[src/rtl/battleship_turn_sequencer_if.sv]
// ============================================================================
// Module      : battleship_turn_sequencer_if
// Description : Button/datapath-side signal bundle of the battleship turn
//               sequencer; master drives the event pulses, slave is the sequencer.
// Revision    : 1.0 - initial release
// ============================================================================
`default_nettype none

interface battleship_turn_sequencer_if #(
    parameter int NUM_SHIPS = 5
);
    localparam int c_CW = $clog2(NUM_SHIPS * (NUM_SHIPS + 1) / 2 + 1);

    logic            start;
    logic            place_confirm;
    logic            fire_valid;
    logic            fire_hit;
    logic            pc_shot_valid;
    logic            pc_shot_hit;
    logic            colocation_ships_State;
    logic            player_turn_State;
    logic            pc_turn_State;
    logic            pc_fire_req;
    logic [2:0]      player_ships_input_internal;
    logic [4:0]      turn_seconds_left;
    logic [c_CW-1:0] player_hits;
    logic [c_CW-1:0] pc_hits;
    logic            game_over;
    logic            player_won;

    modport master (
        output start, place_confirm, fire_valid, fire_hit, pc_shot_valid, pc_shot_hit,
        input  colocation_ships_State, player_turn_State, pc_turn_State, pc_fire_req,
        input  player_ships_input_internal, turn_seconds_left, player_hits, pc_hits,
        input  game_over, player_won
    );

    modport slave (
        input  start, place_confirm, fire_valid, fire_hit, pc_shot_valid, pc_shot_hit,
        output colocation_ships_State, player_turn_State, pc_turn_State, pc_fire_req,
        output player_ships_input_internal, turn_seconds_left, player_hits, pc_hits,
        output game_over, player_won
    );
endinterface

`default_nettype wire

[src/rtl/battleship_turn_sequencer.sv]
// ============================================================================
// Module      : battleship_turn_sequencer
// Description : Game-phase controller: ship placement, alternating player/PC
//               turns with countdown, hit tracking and winner decision.
//               Optional macro TURN_TIMEOUT_EN: an expired player timer
//               forfeits the turn to the PC.
// Revision    : 1.0 - initial release
// ============================================================================
`default_nettype none

module battleship_turn_sequencer #(
    parameter int NUM_SHIPS     = 5,
    parameter int TICKS_PER_SEC = 50_000_000,
    parameter int TURN_SECONDS  = 15,
    parameter int PC_DELAY      = 25_000_000
) (
    input  wire logic                    clk,
    input  wire logic                    rst,
    battleship_turn_sequencer_if.slave   bus
);
    localparam int CW = $clog2(NUM_SHIPS * (NUM_SHIPS + 1) / 2 + 1);
    localparam int TW = $clog2(TICKS_PER_SEC + 1);
    localparam int DW = $clog2(PC_DELAY + 1);
    localparam logic [CW-1:0] c_TOTAL      = CW'(NUM_SHIPS * (NUM_SHIPS + 1) / 2);
    localparam logic [TW-1:0] c_TICK_LAST  = TW'(TICKS_PER_SEC - 1);
    localparam logic [DW-1:0] c_DELAY_LAST = DW'(PC_DELAY - 1);
    localparam logic [2:0]    c_LAST_SHIP  = 3'(NUM_SHIPS);
    localparam logic [4:0]    c_SECS       = 5'(TURN_SECONDS);

    typedef enum logic [2:0] {
        S_IDLE   = 3'd0,
        S_PLACE  = 3'd1,
        S_PLAYER = 3'd2,
        S_PC     = 3'd3,
        S_OVER   = 3'd4
    } state_t;

    state_t          r_state, w_state_nxt;
    logic [2:0]      r_size, w_size_nxt;
    logic [4:0]      r_secs, w_secs_nxt;
    logic [TW-1:0]   r_tick, w_tick_nxt;
    logic [DW-1:0]   r_delay, w_delay_nxt;
    logic            r_armed, w_armed_nxt;
    logic            r_fire_req, w_fire_req_nxt;
    logic [CW-1:0]   r_player_hits, w_player_hits_nxt;
    logic [CW-1:0]   r_pc_hits, w_pc_hits_nxt;
    logic            r_won, w_won_nxt;
    logic            r_place, r_player, r_pc, r_over;
    logic [CW-1:0]   w_player_inc, w_pc_inc;
    logic            w_timeout;

    assign w_player_inc = (r_player_hits == c_TOTAL) ? r_player_hits : r_player_hits + CW'(1);
    assign w_pc_inc     = (r_pc_hits == c_TOTAL) ? r_pc_hits : r_pc_hits + CW'(1);

`ifdef TURN_TIMEOUT_EN
    assign w_timeout = (r_secs == 5'd0);
`else
    assign w_timeout = 1'b0;
`endif

    always_comb begin
        w_state_nxt       = r_state;
        w_size_nxt        = r_size;
        w_secs_nxt        = r_secs;
        w_tick_nxt        = r_tick;
        w_delay_nxt       = r_delay;
        w_armed_nxt       = r_armed;
        w_fire_req_nxt    = 1'b0;
        w_player_hits_nxt = r_player_hits;
        w_pc_hits_nxt     = r_pc_hits;
        w_won_nxt         = r_won;
        case (r_state)
            S_IDLE: begin
                if (bus.start) begin
                    w_state_nxt = S_PLACE;
                    w_size_nxt  = 3'd1;
                end
            end
            S_PLACE: begin
                if (bus.place_confirm) begin
                    if (r_size == c_LAST_SHIP) begin
                        w_state_nxt = S_PLAYER;
                        w_size_nxt  = 3'd0;
                        w_secs_nxt  = c_SECS;
                        w_tick_nxt  = '0;
                    end else begin
                        w_size_nxt  = r_size + 3'd1;
                    end
                end
            end
            S_PLAYER: begin
                if (r_tick == c_TICK_LAST) begin
                    w_tick_nxt = '0;
                    w_secs_nxt = (r_secs == 5'd0) ? 5'd0 : r_secs - 5'd1;
                end else begin
                    w_tick_nxt = r_tick + TW'(1);
                end
                // A resolved shot takes priority over an expiring timer.
                if (bus.fire_valid) begin
                    if (bus.fire_hit) w_player_hits_nxt = w_player_inc;
                    if (bus.fire_hit && w_player_inc == c_TOTAL) begin
                        w_state_nxt = S_OVER;
                        w_won_nxt   = 1'b1;
                    end else begin
                        w_state_nxt = S_PC;
                        w_delay_nxt = '0;
                        w_armed_nxt = 1'b0;
                    end
                end else if (w_timeout) begin
                    w_state_nxt = S_PC;
                    w_delay_nxt = '0;
                    w_armed_nxt = 1'b0;
                end
            end
            S_PC: begin
                // The PC shot is only accepted once the fire request has been issued.
                if (!r_armed) begin
                    if (r_delay == c_DELAY_LAST) begin
                        w_fire_req_nxt = 1'b1;
                        w_armed_nxt    = 1'b1;
                    end else begin
                        w_delay_nxt    = r_delay + DW'(1);
                    end
                end else if (bus.pc_shot_valid) begin
                    if (bus.pc_shot_hit) w_pc_hits_nxt = w_pc_inc;
                    if (bus.pc_shot_hit && w_pc_inc == c_TOTAL) begin
                        w_state_nxt = S_OVER;
                        w_won_nxt   = 1'b0;
                    end else begin
                        w_state_nxt = S_PLAYER;
                        w_secs_nxt  = c_SECS;
                        w_tick_nxt  = '0;
                    end
                end
            end
            S_OVER: begin
                if (bus.start) begin
                    w_state_nxt       = S_IDLE;
                    w_player_hits_nxt = '0;
                    w_pc_hits_nxt     = '0;
                    w_won_nxt         = 1'b0;
                    w_secs_nxt        = c_SECS;
                    w_tick_nxt        = '0;
                end
            end
            default: begin
                w_state_nxt = S_IDLE;
            end
        endcase
    end

    always_ff @(posedge clk) begin
        if (rst) begin
            r_state       <= S_IDLE;
            r_size        <= 3'd0;
            r_secs        <= c_SECS;
            r_tick        <= '0;
            r_delay       <= '0;
            r_armed       <= 1'b0;
            r_fire_req    <= 1'b0;
            r_player_hits <= '0;
            r_pc_hits     <= '0;
            r_won         <= 1'b0;
            r_place       <= 1'b0;
            r_player      <= 1'b0;
            r_pc          <= 1'b0;
            r_over        <= 1'b0;
        end else begin
            r_state       <= w_state_nxt;
            r_size        <= w_size_nxt;
            r_secs        <= w_secs_nxt;
            r_tick        <= w_tick_nxt;
            r_delay       <= w_delay_nxt;
            r_armed       <= w_armed_nxt;
            r_fire_req    <= w_fire_req_nxt;
            r_player_hits <= w_player_hits_nxt;
            r_pc_hits     <= w_pc_hits_nxt;
            r_won         <= w_won_nxt;
            r_place       <= (w_state_nxt == S_PLACE);
            r_player      <= (w_state_nxt == S_PLAYER);
            r_pc          <= (w_state_nxt == S_PC);
            r_over        <= (w_state_nxt == S_OVER);
        end
    end

    assign bus.colocation_ships_State      = r_place;
    assign bus.player_turn_State           = r_player;
    assign bus.pc_turn_State               = r_pc;
    assign bus.pc_fire_req                 = r_fire_req;
    assign bus.player_ships_input_internal = r_size;
    assign bus.turn_seconds_left           = r_secs;
    assign bus.player_hits                 = r_player_hits;
    assign bus.pc_hits                     = r_pc_hits;
    assign bus.game_over                   = r_over;
    assign bus.player_won                  = r_won;
endmodule

`default_nettype wire

[src/flat_wrapper.sv]
// flat-port wrapper written by rule: the top's interface ports become plain ports
module battleship_turn_sequencer_flat 
#(
    parameter int NUM_SHIPS     = 5,
    parameter int TICKS_PER_SEC = 50_000_000,
    parameter int TURN_SECONDS  = 15,
    parameter int PC_DELAY      = 25_000_000
)
  (clk, rst, bus_start, bus_place_confirm, bus_fire_valid, bus_fire_hit, bus_pc_shot_valid, bus_pc_shot_hit, bus_colocation_ships_State, bus_player_turn_State, bus_pc_turn_State, bus_pc_fire_req, bus_player_ships_input_internal, bus_turn_seconds_left, bus_player_hits, bus_pc_hits, bus_game_over, bus_player_won);
  battleship_turn_sequencer_if #(.NUM_SHIPS(NUM_SHIPS)) bus_i ();
  input  wire logic clk;
  input  wire logic rst;
  input wire logic [$bits(bus_i.start)-1:0] bus_start;
  input wire logic [$bits(bus_i.place_confirm)-1:0] bus_place_confirm;
  input wire logic [$bits(bus_i.fire_valid)-1:0] bus_fire_valid;
  input wire logic [$bits(bus_i.fire_hit)-1:0] bus_fire_hit;
  input wire logic [$bits(bus_i.pc_shot_valid)-1:0] bus_pc_shot_valid;
  input wire logic [$bits(bus_i.pc_shot_hit)-1:0] bus_pc_shot_hit;
  output wire logic [$bits(bus_i.colocation_ships_State)-1:0] bus_colocation_ships_State;
  output wire logic [$bits(bus_i.player_turn_State)-1:0] bus_player_turn_State;
  output wire logic [$bits(bus_i.pc_turn_State)-1:0] bus_pc_turn_State;
  output wire logic [$bits(bus_i.pc_fire_req)-1:0] bus_pc_fire_req;
  output wire logic [$bits(bus_i.player_ships_input_internal)-1:0] bus_player_ships_input_internal;
  output wire logic [$bits(bus_i.turn_seconds_left)-1:0] bus_turn_seconds_left;
  output wire logic [$bits(bus_i.player_hits)-1:0] bus_player_hits;
  output wire logic [$bits(bus_i.pc_hits)-1:0] bus_pc_hits;
  output wire logic [$bits(bus_i.game_over)-1:0] bus_game_over;
  output wire logic [$bits(bus_i.player_won)-1:0] bus_player_won;
  assign bus_i.start = bus_start;
  assign bus_i.place_confirm = bus_place_confirm;
  assign bus_i.fire_valid = bus_fire_valid;
  assign bus_i.fire_hit = bus_fire_hit;
  assign bus_i.pc_shot_valid = bus_pc_shot_valid;
  assign bus_i.pc_shot_hit = bus_pc_shot_hit;
  assign bus_colocation_ships_State = bus_i.colocation_ships_State;
  assign bus_player_turn_State = bus_i.player_turn_State;
  assign bus_pc_turn_State = bus_i.pc_turn_State;
  assign bus_pc_fire_req = bus_i.pc_fire_req;
  assign bus_player_ships_input_internal = bus_i.player_ships_input_internal;
  assign bus_turn_seconds_left = bus_i.turn_seconds_left;
  assign bus_player_hits = bus_i.player_hits;
  assign bus_pc_hits = bus_i.pc_hits;
  assign bus_game_over = bus_i.game_over;
  assign bus_player_won = bus_i.player_won;
  battleship_turn_sequencer #(.NUM_SHIPS(NUM_SHIPS), .TICKS_PER_SEC(TICKS_PER_SEC), .TURN_SECONDS(TURN_SECONDS), .PC_DELAY(PC_DELAY)) u_core (.clk(clk), .rst(rst), .bus(bus_i));
endmodule
[config.mk]
export PLATFORM = sky130hd
export DESIGN_NAME = battleship_turn_sequencer_flat
export DESIGN_NICKNAME = d
export VERILOG_FILES = /design/src/rtl/battleship_turn_sequencer_if.sv /design/src/rtl/battleship_turn_sequencer.sv /design/src/flat_wrapper.sv
export SDC_FILE = /design/constraint.sdc
export NUM_CORES = 1
export LEC_CHECK = 0
export BUFFER_PORTS_ARGS = -buffer_cell sky130_fd_sc_hd__buf_2
export CELL_PAD_IN_SITES_DETAIL_PLACEMENT = 0
export CELL_PAD_IN_SITES_GLOBAL_PLACEMENT = 1
export CORE_MARGIN = 2
export CORE_UTILIZATION = 35
export DETAILED_ROUTE_END_ITERATION = 16
export PLACE_DENSITY = 0.7
export SLEW_MARGIN = 20
export SYNTH_ARGS = -nofsm -noshare
export SYNTH_HDL_FRONTEND = slang
export SYNTH_SLANG_ARGS = --single-unit
[constraint.sdc]
create_clock -name clk -period 2.45 [get_ports clk]
set_clock_uncertainty 0.1 [all_clocks]
set_input_delay 0.49 -clock clk [delete_from_list [all_inputs] [get_ports clk]]
set_output_delay 0.49 -clock clk [all_outputs]
set_load 0.005 [all_outputs]
==> out/qor.yml, run 1 <==
run_status:
  run_status: "completed"
yosys:
  async_flop_share: 0
  yosysWarnings: 0
  ys.flop_type: "dfxtp_1"
  ys_seq_elements: 77
  avgSynthCellArea_um2: 8.149
  synth_edf_count: 0
  ys_types: 66
  synth.yosys.seq_area_share: 0.3791
  syn-cell-area_um2: 4066
  synth_nets: 512
  synthCells: 499
timing:
  finalCriticalPeriod_ns: 2.400
  drv_slew: 0
  fin_crit_sh: 0.9798
  timing.fmax_ghz: 0.4166
  rsz0062_at_grt: "yes"
  holdWs_ns: 0.3784
  setup-violations-final: 0
  relSlewSlack: 0.5637
  hold_violations: 0
  worst_slew_pin_slew_ns: 0.6544
finish:
  post-route-util: 0.4593
  n_fill_cell: 1123
  area_growth_pct: 28.43
  drive_gt1_frac: 0.2405
  final_cell_area_um2: 5223
  seqCellArea_um2: 1558
  multi_input_area_um2: 2514
  finalNonFillerCells: 721
  num-nets-final: 587
  antennaDiodeCount: 0
min_path:
  hp-start: "u_core.bus.turn_seconds_left[4]$_SDFFE_PP0P_"
  min_path_cells: 2
  whs_endpoint: "u_core.bus.turn_seconds_left[4]$_SDFFE_PP0P_"
  hold_path.class: "flip-flop to flip-flop"
critical_path:
  crit_fanout: 6
  critPathCaptureType: "flip-flop"
  ff2ff_path_depth: 10
  worstPathRequired_ns: 2.62
  r2r_slack_ns: 0.05
  cp-start-kind: "flip-flop"
  r2r-start: "u_core.bus.player_hits[1]$_SDFFE_PP0P_"
  cp.arrival_ns: 2.57
  critical_path_class: "flip-flop to flip-flop"
  regToRegEndpoint: "u_core.r_delay[23]$_SDFFE_PP0P_"
floorplanning:
  fp.dieH_um: 111.8
  die_w_um: 111.8
  initial_utilization: 0.3577
  fp.dieArea_um2: 12500
  ios: 30
  core-area_um2: 11370
  rows: 39
placement:
  place_area_um2: 4658
  dp_hpwl_um: 7534
  gp_congestion: 0.8082
  numPortBuffers: 29
  placed_cells: 693
drt:
  drc: 0
  num_vias: 4103
  wl_per_cell_um: 15.75
  wirelength_um: 11360
  vias_per_cell: 5.691
  first_pass_iters: 5
  final_antenna_net_count: 0
  drt-initial-drc-count: 206
global_route:
  grt_max_degree: 43
  grt_pass1_vias: 3676
  antenna_found_initial: 0
  grtUsageTotal: 0.1759
  grt_pass1_wl_um: 18100
  grt-ovfl-total: 0
cts:
  clock_sink_count: 77
  cts-buffers-inserted: 9
  clock_latency_ns: 0.34
  htreeDepth: 3
  cts_root_buf: "clkbuf_16"
  cts_max_path_buffers: 2
  ctsHoldBuffers: 0
  path_clk_slew_ns: 0.06
  cts_tree: "yes"
pwr:
  irDropWorstVdd_uv: 438.0
  p_leak_nw: 1.825
  power_density_nw_per_um2: 487.6
flow_run:
  cap_violations: 0
cell usage in the layout, fill, tap and decap left out, types with 4 or more instances in the layout:
master	netlist	final
nor3_1	13	13
inv_1	8	8
o21a_1	4	4
a21oi_2	0	4
a211oi_1	8	8
or3_1	21	21
dfxtp_2	0	7
o31ai_1	14	13
and2_1	5	5
dfxtp_1	77	68
a21oi_1	52	48
nand2b_1	11	11
o21ai_0	36	35
or4_1	14	13
nor4_1	8	8
nand2_1	35	34
clkbuf_16	0	12
nand3_1	27	26
buf_2	5	29
buf_4	1	49
o21ai_1	8	7
xor2_1	6	6
nor2b_1	6	6
nor2_1	33	33
and3_1	9	9
nand4_1	13	13
cells in the mapped netlist (all sizes together) (4+ instances only):
cell type	count	area, µm²
nor3	13	65.06
a21oi	53	276.5
dfxtp	77	1541
nor2	33	123.9
nand4	13	81.33
nor2b	6	37.54
a211oi	9	72.57
nand2b	11	68.82
inv	8	30.03
nand2	35	131.4
o21ai	44	220.2
xor2	6	52.55
buf	10	62.56
or2	4	25.02
o31ai	14	105.1
nor4	9	62.56
or4	14	105.1
clkbuf	14	53.80
and3	9	56.30
or3	21	131.4
and2	5	31.28
ha	5	62.56
nand3	27	135.1
o21a	4	30.03
layout make-up:
cell class | instances | area share
timing repair buffer | 87 | 0.1306
inverter | 8 | 0.005750
clock buffer | 13 | 0.04792
sequential | 77 | 0.2983
clock inverter | 2 | 0.001917
multi-input combinational | 391 | 0.4813
tap | 143 | 0.03426
what timing repair did:
item	CTS	global route
cloned	0	6
resized for setup	1	34
buffers inserted	0	7
hold endpoints to repair	0	0
pin swaps	0	14
endpoints found under the setup margin	2	44
cell families (layout without fill, tap and decap cells):
group	Yosys count	after routing	share of synthesized area
compound gates	152	153	0.2357
xor+xnor	8	8	0.01723
fa+ha+maj	5	5	0.01538
buf+inv	32	110	0.03600
flops	77	77	0.3791
mux	3	3	0.007385
simple gates	222	222	0.3092
through the flow:
stage / power [W] / setup slack, ns / setup TNS (ns)
4_1_cts: 0.002586 / 0.009468 / 0
6_report: 0.002547 / 0.04953 / 0
5_1_grt: 0.002640 / -0.03562 / -0.1726
3_5_place_dp: 0.001365 / 0.009835 / 0
2_1_floorplan: 0.001332 / 0.03223 / 0
3_3_place_gp: 0.001365 / 0.05168 / 0
worst max-delay path, cell delays in order, from the launching register on:
cell	delay (ns)
dfxtp_2	0.33
ha_2	0.19
nand3_2	0.12
and4b_1	0.23
o22ai_1	0.17
buf_4	0.16
a21oi_4	0.06
buf_12	0.15
buf_6	0.12
or4_1	0.52
a21oi_1	0.16
sequential cells by signal, summed over array words and instances (netlist names):
name                                    cells
u_core.bus.colocation_ships_State           1
u_core.bus.game_over                        1
u_core.bus.pc_fire_req                      1
u_core.bus.pc_hits                          4
u_core.bus.pc_turn_State                    1
u_core.bus.player_hits                      4
u_core.bus.player_ships_input_internal      3
u_core.bus.player_turn_State                1
u_core.bus.player_won                       1
u_core.bus.turn_seconds_left                5
u_core.r_armed                              1
u_core.r_delay                             25
u_core.r_state                              3
u_core.r_tick                              26
where the power goes:
part / leakage (nW) / switching, W / total, W / internal, W
clock: 0.129 / 0.000505 / 0.00121 / 0.000705
combinational: 1.07 / 0.0000464 / 0.0000752 / 0.0000288
sequential: 0.626 / 0.00000647 / 0.00126 / 0.00125
worst max-delay path by stage:
stage,depth (start not counted),endpoint,startpoint
3_3_place_gp,8,u_core.r_delay[17]$_SDFFE_PP0P_,u_core.r_delay[0]$_SDFFE_PP0P_
3_5_place_dp,8,u_core.r_delay[11]$_SDFFE_PP0P_,u_core.r_delay[0]$_SDFFE_PP0P_
2_1_floorplan,8,u_core.r_tick[13]$_SDFFE_PP0P_,u_core.bus.pc_hits[1]$_SDFFE_PP0P_
6_report,10,u_core.r_delay[23]$_SDFFE_PP0P_,u_core.bus.player_hits[1]$_SDFFE_PP0P_
4_1_cts,8,u_core.r_tick[12]$_SDFFE_PP0P_,u_core.bus.pc_hits[1]$_SDFFE_PP0P_
5_1_grt,9,u_core.r_delay[6]$_SDFFE_PP0P_,u_core.r_delay[1]$_SDFFE_PP0P_
metal layers:
metal | vias to the layer above | share of wire | global-route usage
li1 | 2050 | - | -
met1 | 1971 | 0.46 | 0.2320
met2 | 70 | 0.49 | 0.2865
met3 | 12 | 0.031 | 0.04409
met4 | 0 | 0.013 | 0.05021
met5 | - | 0 | 0
Power figures use the tool's default switching activity.
==> run 2: changes to the inputs <==
==> constraint.sdc (replaced) <==
create_clock -name clk -period 2.45 [get_ports clk]
set_clock_uncertainty 0.1 [all_clocks]
set_input_delay 0.49 -clock clk [delete_from_list [all_inputs] [get_ports clk]]
set_output_delay 0.49 -clock clk [all_outputs]
set_load 0.1 [all_outputs]
==> run 2 against run 1 <==
Fmax down 0.65%. Setup slack worse by 0.016 ns. Largest power group is now the clock network. Critical path depth down 4. Flip-flop and latch count unchanged. Clock power up 7%. Count of clock-buffer cells in the layout up 1. Register-to-register slack worse by 0.02 ns. Non-clock buffer count down 12. Core utilization down 1.2 points.
==> out/qor.yml, run 2 (synthesis results as in run 1) <==
critical_path:
  cp-start-kind: "flip-flop"
  ff2ff_path_depth: 6  # -4
  worstPathRequired_ns: 2.63  # about the same
  crit_start: "u_core.bus.pc_hits[1]$_SDFFE_PP0P_"
  r2r_slack_ns: 0.03  # -0.02 ns
  critical_path_class: "flip-flop to flip-flop"
  endpoint: "u_core.r_tick[17]$_SDFFE_PP0P_"
  crit_fanout: 6  # unchanged
  r2r-start: "u_core.bus.pc_hits[1]$_SDFFE_PP0P_"
  cp.arrival_ns: 2.60  # +0.03 ns
  critPathCaptureType: "flip-flop"
  regToRegEndpoint: "u_core.r_tick[17]$_SDFFE_PP0P_"
timing:
  holdWs_ns: 0.3798  # +0.001377 ns
  setup-violations-final: 0  # unchanged
  timing.final.ws_setup_ns: 0.03390  # -0.01564 ns
  worst_slew_pin_slew_ns: 0.6068  # -0.04758 ns
  fin_crit_sh: 0.9862  # +0.006382
  finalCriticalPeriod_ns: 2.416  # +0.01564 ns
  drv_slew: 0  # unchanged
  rsz0062_at_grt: "yes"
  timing.fmax_ghz: 0.4139  # -0.65%
  relSlewSlack: 0.5917  # +0.02799
  hold_violations: 0  # unchanged
floorplanning:
  fp.dieArea_um2: 12500  # unchanged
  ios: 30  # unchanged
  fp.dieH_um: 111.8  # unchanged
  initial_utilization: 0.3577  # unchanged
  core-area_um2: 11370  # unchanged
  die_w_um: 111.8  # unchanged
  rows: 39  # unchanged
placement:
  gp_congestion: 0.7892  # -2.4%
  numPortBuffers: 29  # unchanged
  post-place-ws_ns: -0.08660  # -0.09643 ns
  dp_hpwl_um: 7645  # +1.5%
  placed_cells: 691  # -0.29%
finish:
  regMostFlops: "u_core.r_tick"
  multi_input_area_um2: 2505  # -0.35%
  finalNonFillerCells: 712  # -1.2%
  largest_register_ffs: 26  # unchanged
  layout_commonest_cell: "dfxtp_1"
  n_fill_cell: 1145  # +2.0%
  final_cell_mix: "63 x dfxtp_1, 52 x a21oi_1, 42 x buf_4"
  num-nets-final: 577  # -1.7%
  seqCellArea_um2: 1572  # +0.88%
  area_growth_pct: 25.08
  antennaDiodeCount: 0  # unchanged
  drive_gt1_frac: 0.2162  # -0.02432
cts:
  htreeDepth: 3  # unchanged
  cts_max_path_buffers: 2  # unchanged
  clock_latency_ns: 0.34  # about the same
  cts_root_buf: "clkbuf_16"
  cts-buffers-inserted: 9  # unchanged
  clock_sink_count: 77  # unchanged
  path_clk_slew_ns: 0.06  # about the same
  cts_tree: "yes"
  ctsHoldBuffers: 0  # unchanged
pwr:
  irDropWorstVdd_uv: 533.9  # +22%
  p_leak_nw: 1.751  # -4.0%
  power_density_nw_per_um2: 521.7  # +7.0%
global_route:
  grt-ovfl-total: 0  # unchanged
  antenna_found_initial: 0  # unchanged
  grt_max_degree: 23  # -47%
  grt_pass1_vias: 3783  # +2.9%
  grtUsageTotal: 0.1803  # +0.004348
  grt_pass1_wl_um: 18280  # +0.99%
drt:
  final_antenna_net_count: 0  # unchanged
  first_pass_iters: 4  # -1
  vias_per_cell: 5.647  # -0.76%
  drt-initial-drc-count: 188  # -8.7%
  num_vias: 4021  # -2.0%
  drc: 0  # unchanged
  wl_per_cell_um: 15.34  # -2.6%
  wirelength_um: 10920  # -3.8%
min_path:
  hold_path.class: "flip-flop to flip-flop"
flow_run:
  cap_violations: 0  # unchanged
run_status:
  run_status: "completed"
## run 2: changes by cell type in the layout (fill, tap and decap cells not counted), sizes merged
cell    delta
a21oi      +2
clkinv     -1
clkbuf     -2
bufinv     +1
buf        -9
## run 2: stage by stage
stage	util	setup TNS [ns]	cell area (µm²)	power [W]
final	0.4473	0	5086	0.002654
after global routing	0.4473	-0.2002	5086	0.002748
after CTS	0.4371	0	4970	0.002691
after detailed placement	0.4111	-1.121	4674	0.001388
after global placement	0.4111	-0.2417	4674	0.001388
after floorplan	-	-0.1612	4111	0.001353
## run 2: power by group
| group | switching (W) | internal, W | total, W |
|---|---|---|---|
| logic | 0.0000716 | 0.0000309 | 0.000103 |
| clock network | 0.000506 | 0.000788 | 0.00129 |
| registers | 0.00000546 | 0.00125 | 0.00126 |
| total | 0.000583 | 0.00207 | 0.00265 |
## run 2: worst min-delay path by stage
| stage | end | cells past startpoint | from |
|---|---|---|---|
| 5_1_grt | u_core.r_tick[23]$_SDFFE_PP0P_ | 2 | u_core.r_tick[23]$_SDFFE_PP0P_ |
| 3_5_place_dp | u_core.r_tick[23]$_SDFFE_PP0P_ | 2 | u_core.r_tick[23]$_SDFFE_PP0P_ |
| 3_3_place_gp | u_core.r_tick[23]$_SDFFE_PP0P_ | 2 | u_core.r_tick[23]$_SDFFE_PP0P_ |
| 2_1_floorplan | u_core.r_tick[25]$_SDFFE_PP0P_ | 2 | u_core.r_tick[25]$_SDFFE_PP0P_ |
| 4_1_cts | u_core.r_tick[23]$_SDFFE_PP0P_ | 2 | u_core.r_tick[23]$_SDFFE_PP0P_ |
| 6_report | u_core.r_tick[23]$_SDFFE_PP0P_ | 2 | u_core.r_tick[23]$_SDFFE_PP0P_ |
## run 2: cell type report
| class | count | share of cell area |
|---|---|---|
| clock buffer | 14 | 0.04797 |
| tap | 143 | 0.03518 |
| timing repair buffer | 75 | 0.1028 |
| inverter | 8 | 0.005904 |
| multi-input combinational | 393 | 0.4925 |
| sequential | 77 | 0.3090 |
| clock inverter | 2 | 0.006642 |
## run 2: worst max-delay path: stages (launching register included)
cell and delay (ns):
dfxtp_4 0.36, ha_4 0.25, and4_1 0.21, o311a_1 0.41
a211o_4 0.37, or4_1 0.52, a21oi_1 0.13
## run 2: routing by layer
metal,vias up,GRT usage,part of all wire
met5,-,0,0
met2,51,0.3006,0.48
met4,0,0.05761,0.018
met1,1927,0.2261,0.47
met3,11,0.05008,0.035
li1,2032,-,-
## run 2: timing repair
action / in CTS / in global routing
gates cloned: 2 / 1
endpoints found under the setup margin: 19 / 37
gates resized for setup: 0 / 20
pin swaps: 0 / 6
hold endpoints to repair: 0 / 0
buffers inserted: 0 / 2
